File: config.mk
export PLATFORM = sky130hd
export DESIGN_NAME = dump_sustain_sequencer
export DESIGN_NICKNAME = d
export VERILOG_FILES = /design/src/rtl/dump_sustain_sequencer_pkg.sv /design/src/rtl/dump_sustain_sequencer_tick_sync_edge.sv /design/src/rtl/dump_sustain_sequencer.sv
export SDC_FILE = /design/constraint.sdc
export NUM_CORES = 1
export LEC_CHECK = 0
export CAP_MARGIN = 20
export CORE_UTILIZATION = 35
export DETAILED_ROUTE_END_ITERATION = 10
export HOLD_SLACK_MARGIN = 0.12
export PLACE_DENSITY_LB_ADDON = 0.2
export SYNTH_ARGS = -nofsm -noshare
export SYNTH_HDL_FRONTEND = slang
export SYNTH_HIERARCHICAL = 1
export SYNTH_SLANG_ARGS = --single-unit
File: constraint.sdc
create_clock -name clk_sys -period 3.3 [get_ports clk_sys]
set_input_delay 0.99 -clock clk_sys [delete_from_list [all_inputs] [get_ports clk_sys]]
set_output_delay 0.99 -clock clk_sys [all_outputs]
set_load 0.02 [all_outputs]
File: src/rtl/dump_sustain_sequencer_pkg.sv
// Shared constants for the dump/sustain echo-train sequencer: default widths
// and the one-hot state encoding. Outputs decode directly from these bits.
`timescale 1ns/1ps
package dump_sustain_sequencer_pkg;

  localparam int DSS_CNT_W = 4;
  localparam int DSS_REP_W = 8;

  // Bit positions of the one-hot state register
  localparam int ST_IDLE = 0;
  localparam int ST_ARM  = 1;
  localparam int ST_DUMP = 2;
  localparam int ST_SUST = 3;
  localparam int ST_DONE = 4;
  localparam int ST_NUM  = 5;

  typedef enum logic [ST_NUM-1:0] {
    S_IDLE = 5'b00001,
    S_ARM  = 5'b00010,
    S_DUMP = 5'b00100,
    S_SUST = 5'b01000,
    S_DONE = 5'b10000
  } state_t;

endpackage

File: src/rtl/dump_sustain_sequencer_tick_sync_edge.sv
// Brings a slow asynchronous timebase into clk_sys through a flop chain and
// turns each rising edge into a single-cycle tick. SYNC_STAGES must be >= 2.
`timescale 1ns/1ps
module tick_sync_edge #(
  parameter int SYNC_STAGES = 2
) (
  input  logic clk_sys,
  input  logic rst,
  input  logic async_in,
  output logic tick
);

  logic [SYNC_STAGES-1:0] sync_reg;
  logic                   prev_reg;

  // Synchronizer shift chain plus the one-cycle-delayed copy used for edge detection
  always_ff @(posedge clk_sys or posedge rst) begin
    if (rst) begin
      sync_reg <= '0;
      prev_reg <= 1'b0;
    end else begin
      sync_reg <= {sync_reg[SYNC_STAGES-2:0], async_in};
      prev_reg <= sync_reg[SYNC_STAGES-1];
    end
  end

  assign tick = sync_reg[SYNC_STAGES-1] & ~prev_reg;

endmodule

File: src/rtl/dump_sustain_sequencer.sv
// Dump/sustain phase sequencer for one NMR echo train. A train is ARM (wait for
// the timebase), then rep_num pairs of DUMP (dump_len ticks) and SUST
// (sustain_len ticks), then a one-cycle DONE. Phase changes only happen on
// tick cycles, so every phase edge is aligned to the 10 kHz timebase.
`timescale 1ns/1ps
module dump_sustain_sequencer
  import dump_sustain_sequencer_pkg::*;
#(
  parameter int CNT_W       = DSS_CNT_W,
  parameter int REP_W       = DSS_REP_W,
  parameter int SYNC_STAGES = 2
) (
  input  logic             clk_sys,
  input  logic             rst,
  input  logic             clk_10k,
  input  logic             start_req,
  input  logic             abort,
  input  logic [CNT_W-1:0] dump_len,
  input  logic [CNT_W-1:0] sustain_len,
  input  logic [REP_W-1:0] rep_num,
  output logic             dump_en,
  output logic             sustain_en,
  output logic             busy,
  output logic             done,
  output logic [REP_W-1:0] rep_cnt
);

  logic tick;

  state_t           state_reg, state_next;
  logic [CNT_W-1:0] cnt_reg, cnt_next;
  logic [REP_W-1:0] rep_cnt_reg, rep_cnt_next;
  logic [CNT_W-1:0] dump_len_reg, dump_len_next;
  logic [CNT_W-1:0] sustain_len_reg, sustain_len_next;
  logic [REP_W-1:0] rep_num_reg, rep_num_next;

  logic   dump_last, sust_last, pair_last;
  state_t first_phase;

  tick_sync_edge #(
    .SYNC_STAGES(SYNC_STAGES)
  ) u_tick (
    .clk_sys  (clk_sys),
    .rst      (rst),
    .async_in (clk_10k),
    .tick     (tick)
  );

  // Counters clear on match, so len-1 never wraps; len==0 phases are skipped
  // before they are entered and never reach these compares.
  assign dump_last   = (cnt_reg == dump_len_reg - CNT_W'(1));
  assign sust_last   = (cnt_reg == sustain_len_reg - CNT_W'(1));
  assign pair_last   = (rep_cnt_reg == rep_num_reg - REP_W'(1));
  assign first_phase = (dump_len_reg != '0) ? S_DUMP : S_SUST;

  // State, phase counter, pair index and captured train configuration
  always_ff @(posedge clk_sys or posedge rst) begin
    if (rst) begin
      state_reg       <= S_IDLE;
      cnt_reg         <= '0;
      rep_cnt_reg     <= '0;
      dump_len_reg    <= '0;
      sustain_len_reg <= '0;
      rep_num_reg     <= '0;
    end else begin
      state_reg       <= state_next;
      cnt_reg         <= cnt_next;
      rep_cnt_reg     <= rep_cnt_next;
      dump_len_reg    <= dump_len_next;
      sustain_len_reg <= sustain_len_next;
      rep_num_reg     <= rep_num_next;
    end
  end

  // Next-state logic; abort outside IDLE overrides everything else
  always_comb begin
    state_next       = state_reg;
    cnt_next         = cnt_reg;
    rep_cnt_next     = rep_cnt_reg;
    dump_len_next    = dump_len_reg;
    sustain_len_next = sustain_len_reg;
    rep_num_next     = rep_num_reg;

    if (abort && !state_reg[ST_IDLE]) begin
      state_next   = S_IDLE;
      cnt_next     = '0;
      rep_cnt_next = '0;
    end else begin
      unique case (state_reg)
        S_IDLE: begin
          if (start_req && !abort) begin
            dump_len_next    = dump_len;
            sustain_len_next = sustain_len;
            rep_num_next     = rep_num;
            cnt_next         = '0;
            rep_cnt_next     = '0;
            if (rep_num == '0 || (dump_len == '0 && sustain_len == '0)) begin
              state_next = S_DONE;
            end else begin
              state_next = S_ARM;
            end
          end
        end
        S_ARM: begin
          if (tick) begin
            cnt_next   = '0;
            state_next = first_phase;
          end
        end
        S_DUMP: begin
          if (tick) begin
            if (dump_last) begin
              cnt_next = '0;
              if (sustain_len_reg != '0) begin
                state_next = S_SUST;
              end else if (pair_last) begin
                state_next = S_DONE;
              end else begin
                rep_cnt_next = rep_cnt_reg + REP_W'(1);
                state_next   = first_phase;
              end
            end else begin
              cnt_next = cnt_reg + CNT_W'(1);
            end
          end
        end
        S_SUST: begin
          if (tick) begin
            if (sust_last) begin
              cnt_next = '0;
              if (pair_last) begin
                state_next = S_DONE;
              end else begin
                rep_cnt_next = rep_cnt_reg + REP_W'(1);
                state_next   = first_phase;
              end
            end else begin
              cnt_next = cnt_reg + CNT_W'(1);
            end
          end
        end
        S_DONE: begin
          state_next = S_IDLE;
        end
        default: begin
          state_next   = S_IDLE;
          cnt_next     = '0;
          rep_cnt_next = '0;
        end
      endcase
    end
  end

  assign dump_en    = state_reg[ST_DUMP];
  assign sustain_en = state_reg[ST_SUST];
  assign busy       = ~state_reg[ST_IDLE];
  assign done       = state_reg[ST_DONE];
  assign rep_cnt    = rep_cnt_reg;

endmodule

==> metrics, run 1 <==
Worst Hold End u_tick/sync_reg[1]$_DFF_PP0_; die area 6980 sq um; critical path required time 3.49 ns; total negative slack 0 ns; Post-DP HPWL 3.71 mm; Max stage delay on crit path 0.55 ns; Total GRT Usage 15.4%; share of Yosys cell area claimed by the top area cell type 37.6%; most common cell in the netlist dfrtp_1; r2r setup slk 0.82 ns; mapped cell area 2330 sq um; Worst Hold Depth 0; synth top area cells dfrtp_1 (38%), mux2_2 (7.7%), xnor2_1 (5.6%); signal arrival time at the worst endpoint 2.93 ns; asr flop ratio synth 100%; Buf/Inv on CP 1; num rows 29; GRT overflow 0; Fin Clk Skew 0.00904 ns; clk_lat worst skew 0.29 ns; Ports 33; CTS sink count 36; critical path fanouts, max 8; layout cell share with drive strength beyond 1 13.0%; DRC viols 0; min-delay src u_tick/sync_reg[0]$_DFF_PP0_; final worst path period share 83.1%; Die Y 83.5 um; total setup buffers inserted after CTS 0; # setup viols final 0; first-pass GRT wire length 8.68 mm; pin count of the biggest net entering global routing 34; Syn Nets 267; Starting Density 36.4%; sequential area share after synthesis 38.8%; YS warnings 6; Slew Viols, Final 0; via total after detailed routing 1882; RR Endpoint state_reg[2]$_DFFE_PP0P_; final worst slack 0.558 ns; First-pass DRT Iterations 4; prevailing post-synth register cell dfrtp_1; post-synthesis cell count 239; DP Worst Slack 0.263 ns; R2R depth 7; CTS clk-pin slew, worst paths 0.07 ns; maxcap violations 0; worst slew pin tran 0.733 ns; # resized after CTS 0; reg-to-reg startpoint rep_num_reg[0]$_DFFE_PP0P_; port buffer count 32; number of antenna violations at the first check in global routing 0; Core Area 6390 sq um; Mean Syn Cell Area 9.74 sq um; number of global-route vias before repair 1736; root buf cell clkbuf_8; dominant cell type by area after synthesis dfrtp_1; CP delay by family, top simple AND/OR/NAND/NOR gates; final hold viol count 0; clk buf depth 2; worst min-delay path class reg -> reg; routability cong. 0.804; Hold-fix buffers, CTS 0; relative slew slack 51.1%; PD cells 700 nW/um^2; RSZ-0062 raised after global routing no; CTS HTree Levels 2; Ant. Diodes 0; final WL 4.98 mm; Cell Chain, Critical Path clkdlybuf4s50_1 -> nor2b_1 -> or2_2 -> o21ai_0 -> a21o_1 -> nand2b_1 -> o41ai_2; Synth top cells by count dfrtp_1 (35), mux2_2 (16), nor2_1 (15), xnor2_1 (15), inv_1 (14); Worst setup EP type flop; status complete, no violations; Setup CP Type in -> reg; maximum vdd drop 0.312 mV; EDFF count, synth 0; number of buffers created by CTS 5; Via density 5.42; critical path startpoint category primary input; f_max 365 MHz; post-layout min period 2.74 ns; Area growth syn-to-layout 19.9%; slowest library cell on the worst path clkdlybuf4s50_1; DRT iter0 DRCs 174; routed len/inst 14.3 um; count of cell types in the netlist 54; Leakage 1.16 nW; CTS tree yes; nets@finish 297; die width 83.5 um; Final ANT Viol Nets 0; #FFs+latches synth 36
## stage by stage
step / total power, mW / hold slack, ns / util [%] / area [sq um] / instances
3_3_place_gp: 1.60 / 0.335 / 42.1 / 2690 / 339
5_1_grt: 2.11 / 0.370 / 43.7 / 2790 / 347
6_report: 1.95 / 0.351 / 43.7 / 2790 / 347
4_1_cts: 1.97 / 0.355 / 43.7 / 2790 / 347
3_5_place_dp: 1.61 / 0.339 / 42.1 / 2690 / 339
2_1_floorplan: 1.40 / 0.331 / - / 2330 / 239
## layout make-up
type	instances	area (sq um)
multi-input combinational	178	1310
clock buffer	8	100
timing repair buffer	34	335
tap	77	96.3
sequential	36	902
inverter	14	52.6
fill	647	3590
## cells in the final DEF (no fill, tap or decap), types with 4 or more instances in the layout
master           synthesis  routed
o31ai_1                  7       7
inv_1                   14      14
xor2_1                  11      11
mux2_2                  16      16
clkdlybuf4s50_1          0      32
or4_1                    4       4
clkbuf_8                 0       7
nor2b_1                  4       4
xnor2_1                 15      15
dfrtp_1                 35      35
nand2_1                 13      13
nor4_1                   4       4
nor3_1                   4       4
nand3_1                  7       7
a21oi_1                 11      11
nor2_1                  15      15
o21ai_1                  4       4
and2_1                   4       4
o21ai_0                  6       6
ha_1                     7       7
## metal layers
metal	global-route usage, %	vias to the layer above	share of wire, %
met4	5.55	0	1.9
met3	3.07	10	3.6
met5	0	-	0
li1	-	929	-
met1	22.2	903	51
met2	22.7	40	44
## power by group
group	switching [mW]	internal, mW	leakage, nW
registers	0.166	0.569	0.457
clock network	0.162	0.191	0.0515
logic	0.428	0.438	0.654
total	0.756	1.20	1.16
## worst reg2reg max path, stage by stage (launching register included)
cell	delay [ns]
dfrtp_1	0.44
or4_1	0.54
o221ai_1	0.19
nand2_1	0.10
o2111ai_2	0.60
inv_1	0.19
o21ai_1	0.17
a32o_1	0.18
## how the worst max path moves through the flow
stage,depth (start not counted),startpoint,end
after floorplan,7,abort,rep_cnt[4]$_DFFE_PP0P_
after global placement,7,abort,rep_cnt[4]$_DFFE_PP0P_
after detailed placement,7,abort,rep_cnt[6]$_DFFE_PP0P_
after CTS,7,abort,rep_cnt[6]$_DFFE_PP0P_
after global routing,7,abort,rep_cnt[6]$_DFFE_PP0P_
final,7,abort,rep_cnt[6]$_DFFE_PP0P_
## logic make-up after synthesis
kind of cell               after synthesis  synth area share, %
buffers and inverters                   25                 5.16
DFF                                     36                 38.8
AOI/OAI and AO/OA                       53                 16.5
and+or+nand+nor                         75                 17.8
muxes                                   17                 8.17
xor gates and xnor gates                26                 9.79
adders and majority gates                7                 3.76
Note: power is estimated with default switching activity, not from simulation.
==> inputs of run 2 (changes only) <==
==> constraint.sdc (replaced) <==
create_clock -name clk_sys -period 2.5 [get_ports clk_sys]
set_input_delay 0.75 -clock clk_sys [delete_from_list [all_inputs] [get_ports clk_sys]]
set_output_delay 0.75 -clock clk_sys [all_outputs]
set_load 0.02 [all_outputs]
==> run 2 against run 1 <==
Compared with the run above:
- first-iteration DRC count down 45%
- non-clock buffer count increased by 7
- register-to-register slack got worse by 0.58 ns
- core utilization increased by 1.3 points
- power increased by 34%
- die area unchanged
- sequential power grew 32%
- highest routed layer unchanged
==> metrics, run 2 (same netlist as run 1, synthesis figures left out) <==
Final ANT Viol Nets 0 (unchanged); routed len/inst 13.9 um (was 14.3 um); port buffer count 32 (unchanged); DRC viols 0 (unchanged); Core Area 6390 sq um (unchanged); Total GRT Usage 15.0% (was 15.4%); # setup viols final 0 (unchanged); die area 6980 sq um (unchanged); critical path fanouts, max 8 (unchanged); clk_lat worst skew 0.29 ns (about the same); post-route cell area 2870 sq um (was 2790 sq um); Post-DP HPWL 3.73 mm (was 3.71 mm); Hold-fix buffers, CTS 0 (unchanged); Worst setup EP type flop (unchanged); final cell count without fillers 354 (was 347); final WL 4.93 mm (was 4.98 mm); DRT iter0 DRCs 96 (was 174); Hold WS 0.368 ns (was 0.351 ns); Starting Density 36.4% (unchanged); PD cells 910 nW/um^2 (was 700 nW/um^2); Placed Cells incl. Taps 346 (was 339); layout cell share with drive strength beyond 1 15.9% (was 13.0%); die width 83.5 um (unchanged); most frequent cells in the layout dfrtp_1 (35), clkdlybuf4s50_1 (32), mux2_2 (16), nor2_1 (15), xnor2_1 (15) (unchanged); CTS sink count 36 (unchanged); Ports 33 (unchanged); first-pass GRT wire length 8.47 mm (was 8.68 mm); critical path required time 2.69 ns (was 3.49 ns); num rows 29 (unchanged); GRT overflow 0 (unchanged); worst min-delay path class reg -> reg (unchanged); f_max 437 MHz; critical path startpoint category primary input (unchanged); final worst path period share 91.6%; routability cong. 0.835 (was 0.804); number of buffers created by CTS 5 (unchanged); Area growth syn-to-layout 23.4% (was 19.9%); Fin Clk Skew 0.00432 ns (was 0.00904 ns); maxcap violations 0 (unchanged); Placement Cell Area 2770 sq um (was 2690 sq um); final hold viol count 0 (unchanged); Die Y 83.5 um (unchanged); number of antenna violations at the first check in global routing 0 (unchanged); clk buf depth 2 (unchanged); Setup CP Type in -> reg (unchanged); status complete, no violations (unchanged); CTS HTree Levels 2 (unchanged); Worst Hold Depth 0 (unchanged); number of global-route vias before repair 1748 (was 1736); relative slew slack 67.1% (was 51.1%); First-pass DRT Iterations 4 (unchanged); RSZ-0062 raised after global routing no (unchanged); worst slew pin tran 0.489 ns (was 0.733 ns); root buf cell clkbuf_8 (unchanged); signal arrival time at the worst endpoint 2.48 ns (was 2.93 ns); CTS tree yes (unchanged); commonest non-fill, non-tap cell in the layout dfrtp_1 (unchanged); nets@finish 304 (was 297); Ant. Diodes 0 (unchanged); DP Worst Slack -0.0796 ns (was 0.263 ns); total setup buffers inserted after CTS 0 (unchanged); maximum vdd drop 0.475 mV (was 0.312 mV); R2R depth 9 (was 7); post-layout min period 2.29 ns; via total after detailed routing 1874 (was 1882); final worst slack 0.209 ns (was 0.558 ns); Via density 5.29 (was 5.42); Leakage 1.20 nW (was 1.16 nW); # resized after CTS 0 (unchanged); CTS clk-pin slew, worst paths 0.08 ns (was 0.07 ns); Slew Viols, Final 0 (unchanged); pin count of the biggest net entering global routing 34 (unchanged)
run 2: metal layers:
layer,vias up,global-route usage [%],share of wire (%)
met3,4,2.57,3.3
li1,949,-,-
met4,0,5.08,1.2
met2,43,24.0,45
met1,878,20.7,51
met5,-,0,0
run 2: area by class of cell:
class                           count  area (sq um)
Tap cell                           77          96.3
Sequential cell                    36           902
Fill cell                         618          3510
Timing Repair Buffer               41           413
Multi-Input combinational cell    178          1310
Clock inverter                      2          15.0
Inverter                           14          52.6
Clock buffer                        6          82.6
run 2: critical path: stages:
cell             delay [ns]
clkdlybuf4s50_1        0.50
nor2b_1                0.16
or2_2                  0.16
o21ai_0                0.08
a21o_1                 0.18
nand2b_1               0.31
o41ai_2                0.33
run 2: worst paths after layout:
check                                          startpoint  slack, ns                           end
min in group asynchronous                             rst       0.65  u_tick/sync_reg[0]$_DFF_PP0_
max reg2reg                sustain_len_reg[0]$_DFFE_PP0P_       0.24        rep_cnt[6]$_DFFE_PP0P_
min                          u_tick/sync_reg[0]$_DFF_PP0_       0.37  u_tick/sync_reg[1]$_DFF_PP0_
max in group asynchronous                             rst       1.28      state_reg[0]$_DFFE_PP1P_
max                                                 abort       0.21        rep_cnt[6]$_DFFE_PP0P_
min reg2reg                  u_tick/sync_reg[0]$_DFF_PP0_       0.37  u_tick/sync_reg[1]$_DFF_PP0_
run 2: metrics by stage:
stage / TNS, ns / power, mW / util, %
floorplan: 0 / 1.84 / -
global placement: -0.225 / 2.16 / 43.4
detailed placement: -0.502 / 2.17 / 43.4
CTS: 0 / 2.64 / 44.9
global route: 0 / 2.82 / 45.0
finish: 0 / 2.61 / 45.0
run 2: power by group:
part / switching (mW) / internal (mW) / leakage [nW]
combinational: 0.577 / 0.619 / 0.702
sequential: 0.221 / 0.751 / 0.457
clock: 0.223 / 0.223 / 0.0434
==> inputs of run 3 (changes only) <==
--- a/config.mk
+++ b/config.mk
@@ -6,7 +6,7 @@
 export NUM_CORES = 1
 export LEC_CHECK = 0
 export CAP_MARGIN = 20
-export CORE_UTILIZATION = 35
+export CORE_UTILIZATION = 49
 export DETAILED_ROUTE_END_ITERATION = 10
 export HOLD_SLACK_MARGIN = 0.12
 export PLACE_DENSITY_LB_ADDON = 0.2
==> constraint.sdc (replaced) <==
create_clock -name clk_sys -period 1.8 [get_ports clk_sys]
set_input_delay 0.54 -clock clk_sys [delete_from_list [all_inputs] [get_ports clk_sys]]
set_output_delay 0.54 -clock clk_sys [all_outputs]
set_load 0.02 [all_outputs]
==> run 3 against run 2 <==
Compared with the run above:
- the flow now finishes with violations (setup timing)
- sequential power rose by 34%
- flip-flop and latch count unchanged
- hold slack lost 0.0048 ns
- cell count up 8.2%
- register-to-register slack lost 0.62 ns
- core utilization is 34 points higher
==> metrics, run 3 (same netlist as run 1, synthesis figures left out) <==
layout cell share with drive strength beyond 1 45.0% (was 15.9%); post-layout min period 2.18 ns; Cell Chain, Critical Path or4_4 -> o221ai_2 -> nand2_1 -> o2111ai_2 -> buf_6 -> buf_6 -> a31oi_1 -> a21oi_1 -> o31ai_1 (was clkdlybuf4s50_1 -> nor2b_1 -> or2_2 -> o21ai_0 -> a21o_1 -> nand2b_1 -> o41ai_2); worst min-delay path class reg -> reg (unchanged); critical path fanouts, max 8 (unchanged); Setup CP Type reg -> reg (was in -> reg); Starting Density 52.4% (was 36.4%); routed len/inst 15.2 um (was 13.9 um); Post-DP HPWL 4.17 mm (was 3.73 mm); signal arrival time at the worst endpoint 2.36 ns (was 2.48 ns); most frequent cells in the layout buf_4 (57), dfrtp_1 (33), mux2_2 (16), dlygate4sd2_1 (14), clkdlybuf4s50_1 (14) (was dfrtp_1 (35), clkdlybuf4s50_1 (32), mux2_2 (16), nor2_1 (15), xnor2_1 (15)); Worst setup EP type flop (unchanged); clk_lat worst skew 0.30 ns (was 0.29 ns); relative slew slack 79.1% (was 67.1%); Placed Cells incl. Taps 367 (was 346); root buf cell clkbuf_8 (unchanged); routability cong. 0.992 (was 0.835); port buffer count 32 (unchanged); DRT iter0 DRCs 262 (was 96); die area 5030 sq um (was 6980 sq um); number of antenna violations at the first check in global routing 0 (unchanged); number of buffers created by CTS 5 (unchanged); Leakage 1.57 nW (was 1.20 nW); clk buf depth 2 (unchanged); Core Area 4440 sq um (was 6390 sq um); final worst slack -0.378 ns (was 0.209 ns); commonest non-fill, non-tap cell in the layout buf_4 (was dfrtp_1); pin count of the biggest net entering global routing 21 (was 34); number of global-route vias before repair 2123 (was 1748); total negative slack -4.51 ns (was 0 ns); PD cells 1370 nW/um^2 (was 910 nW/um^2); Ant. Diodes 0 (unchanged); post-route cell area 3500 sq um (was 2870 sq um); Hold-fix buffers, CTS 0 (unchanged); die width 70.9 um (was 83.5 um); worst slew pin tran 0.311 ns (was 0.489 ns); Total GRT Usage 24.3% (was 15.0%); first-pass GRT wire length 9.59 mm (was 8.47 mm); slowest library cell on the worst path or4_4 (was clkdlybuf4s50_1); Die Y 70.9 um (was 83.5 um); final worst path period share 121%; GRT overflow 0 (unchanged); final core occ 78.7% (was 45.0%); Worst path most repeated cell buf_6; maximum vdd drop 0.752 mV (was 0.475 mV); Ports 33 (unchanged); maxcap violations 0 (unchanged); First-pass DRT Iterations 4 (unchanged); failing checks setup timing; num rows 24 (was 29); Via density 5.69 (was 5.29); critical path required time 1.98 ns (was 2.69 ns); Fin Clk Skew 0.00980 ns (was 0.00432 ns); RSZ-0062 raised after global routing yes (was no); Max stage delay on crit path 0.50 ns (about the same); Area growth syn-to-layout 50.2% (was 23.4%); CTS sink count 36 (unchanged); final WL 5.82 mm (was 4.93 mm); Final ANT Viol Nets 0 (unchanged); CTS tree yes (unchanged); final cell count without fillers 383 (was 354); Slew Viols, Final 0 (unchanged); Placement Cell Area 3130 sq um (was 2770 sq um); CTS clk-pin slew, worst paths 0.08 ns (about the same); DRC viols 0 (unchanged); via total after detailed routing 2178 (was 1874); critical path startpoint category flop (was primary input); nets@finish 358 (was 304); final hold viol count 0 (unchanged); # setup viols final 30 (was 0); status finished, violations left (was complete, no violations); f_max 459 MHz; CTS HTree Levels 2 (unchanged)
run 3: cell types whose count changed in the layout (fill, tap and decap cells not counted), sizes merged:
| cell | previous run | this run |
|---|---|---|
| bufinv | 0 | 1 |
| dlygate4sd2 | 0 | 14 |
| clkinv | 0 | 1 |
| clkdlybuf4s15 | 0 | 3 |
| clkinvlp | 2 | 0 |
| clkdlybuf4s50 | 32 | 14 |
| clkbuf | 6 | 7 |
| buf | 9 | 63 |
run 3: critical path: cells and delay by family (launching register included):
| kind | cells | cell delay (ns) |
|---|---|---|
| and+or+nand+nor | 2 | 0.60 |
| AOI/OAI and AO/OA | 5 | 0.74 |
| buffers and inverters | 2 | 0.29 |
| DFF | 1 | 0.44 |
run 3: final timing paths:
path / start / end / slack, ns / cells past startpoint
max in group asynchronous: rst / state_reg[0]$_DFFE_PP1P_ / 0.95 / 3
min in group asynchronous: rst / u_tick/sync_reg[1]$_DFF_PP0_ / 0.45 / 2
setup / recovery: rep_num_reg[1]$_DFFE_PP0P_ / rep_cnt[5]$_DFFE_PP0P_ / -0.38 / 9
setup reg to reg: rep_num_reg[1]$_DFFE_PP0P_ / rep_cnt[5]$_DFFE_PP0P_ / -0.38 / 9
hold / removal: u_tick/sync_reg[0]$_DFF_PP0_ / u_tick/sync_reg[1]$_DFF_PP0_ / 0.36 / 0
hold reg to reg: u_tick/sync_reg[0]$_DFF_PP0_ / u_tick/sync_reg[1]$_DFF_PP0_ / 0.36 / 0
run 3: layout make-up:
class / count / area (sq um)
Clock buffer: 6 / 72.6
Inverter: 14 / 55.1
Sequential cell: 36 / 905
Timing Repair Buffer: 95 / 811
Fill cell: 309 / 948
Multi-Input combinational cell: 178 / 1550
Clock inverter: 2 / 35.0
Tap cell: 52 / 65.1
run 3: timing repair:
| action | 4_1_cts | 5_1_grt |
|---|---|---|
| buffers inserted | 5 | 4 |
| resized for setup | 46 | 27 |
| pin swaps | 16 | 14 |
| endpoints found under the setup margin | 45 | 38 |
| cloned | 0 | 0 |
run 3: layer usage:
metal	up-vias	share of wire, %	GRT usage [%]
met5	-	0	0
met4	0	2.0	7.33
met3	14	4.4	4.27
met2	65	49	41.0
met1	1054	45	32.2
li1	1045	-	-
run 3: power by group:
| group | switching (mW) | total (mW) | leakage [nW] | internal (mW) |
|---|---|---|---|---|
| clock | 0.292 | 0.703 | 0.0552 | 0.411 |
| sequential | 0.254 | 1.30 | 0.454 | 1.05 |
| combinational | 1.22 | 2.80 | 1.06 | 1.58 |
run 3: through the flow:
stage          worst slack (ns)  power, mW  hold slack [ns]
2_1_floorplan            -0.205       2.67            0.294
3_3_place_gp             -0.434       3.54            0.334
3_5_place_dp             -0.478       3.59            0.352
4_1_cts                  -0.321       4.48            0.366
5_1_grt                  -0.479       5.13            0.375
6_report                 -0.378       4.81            0.363
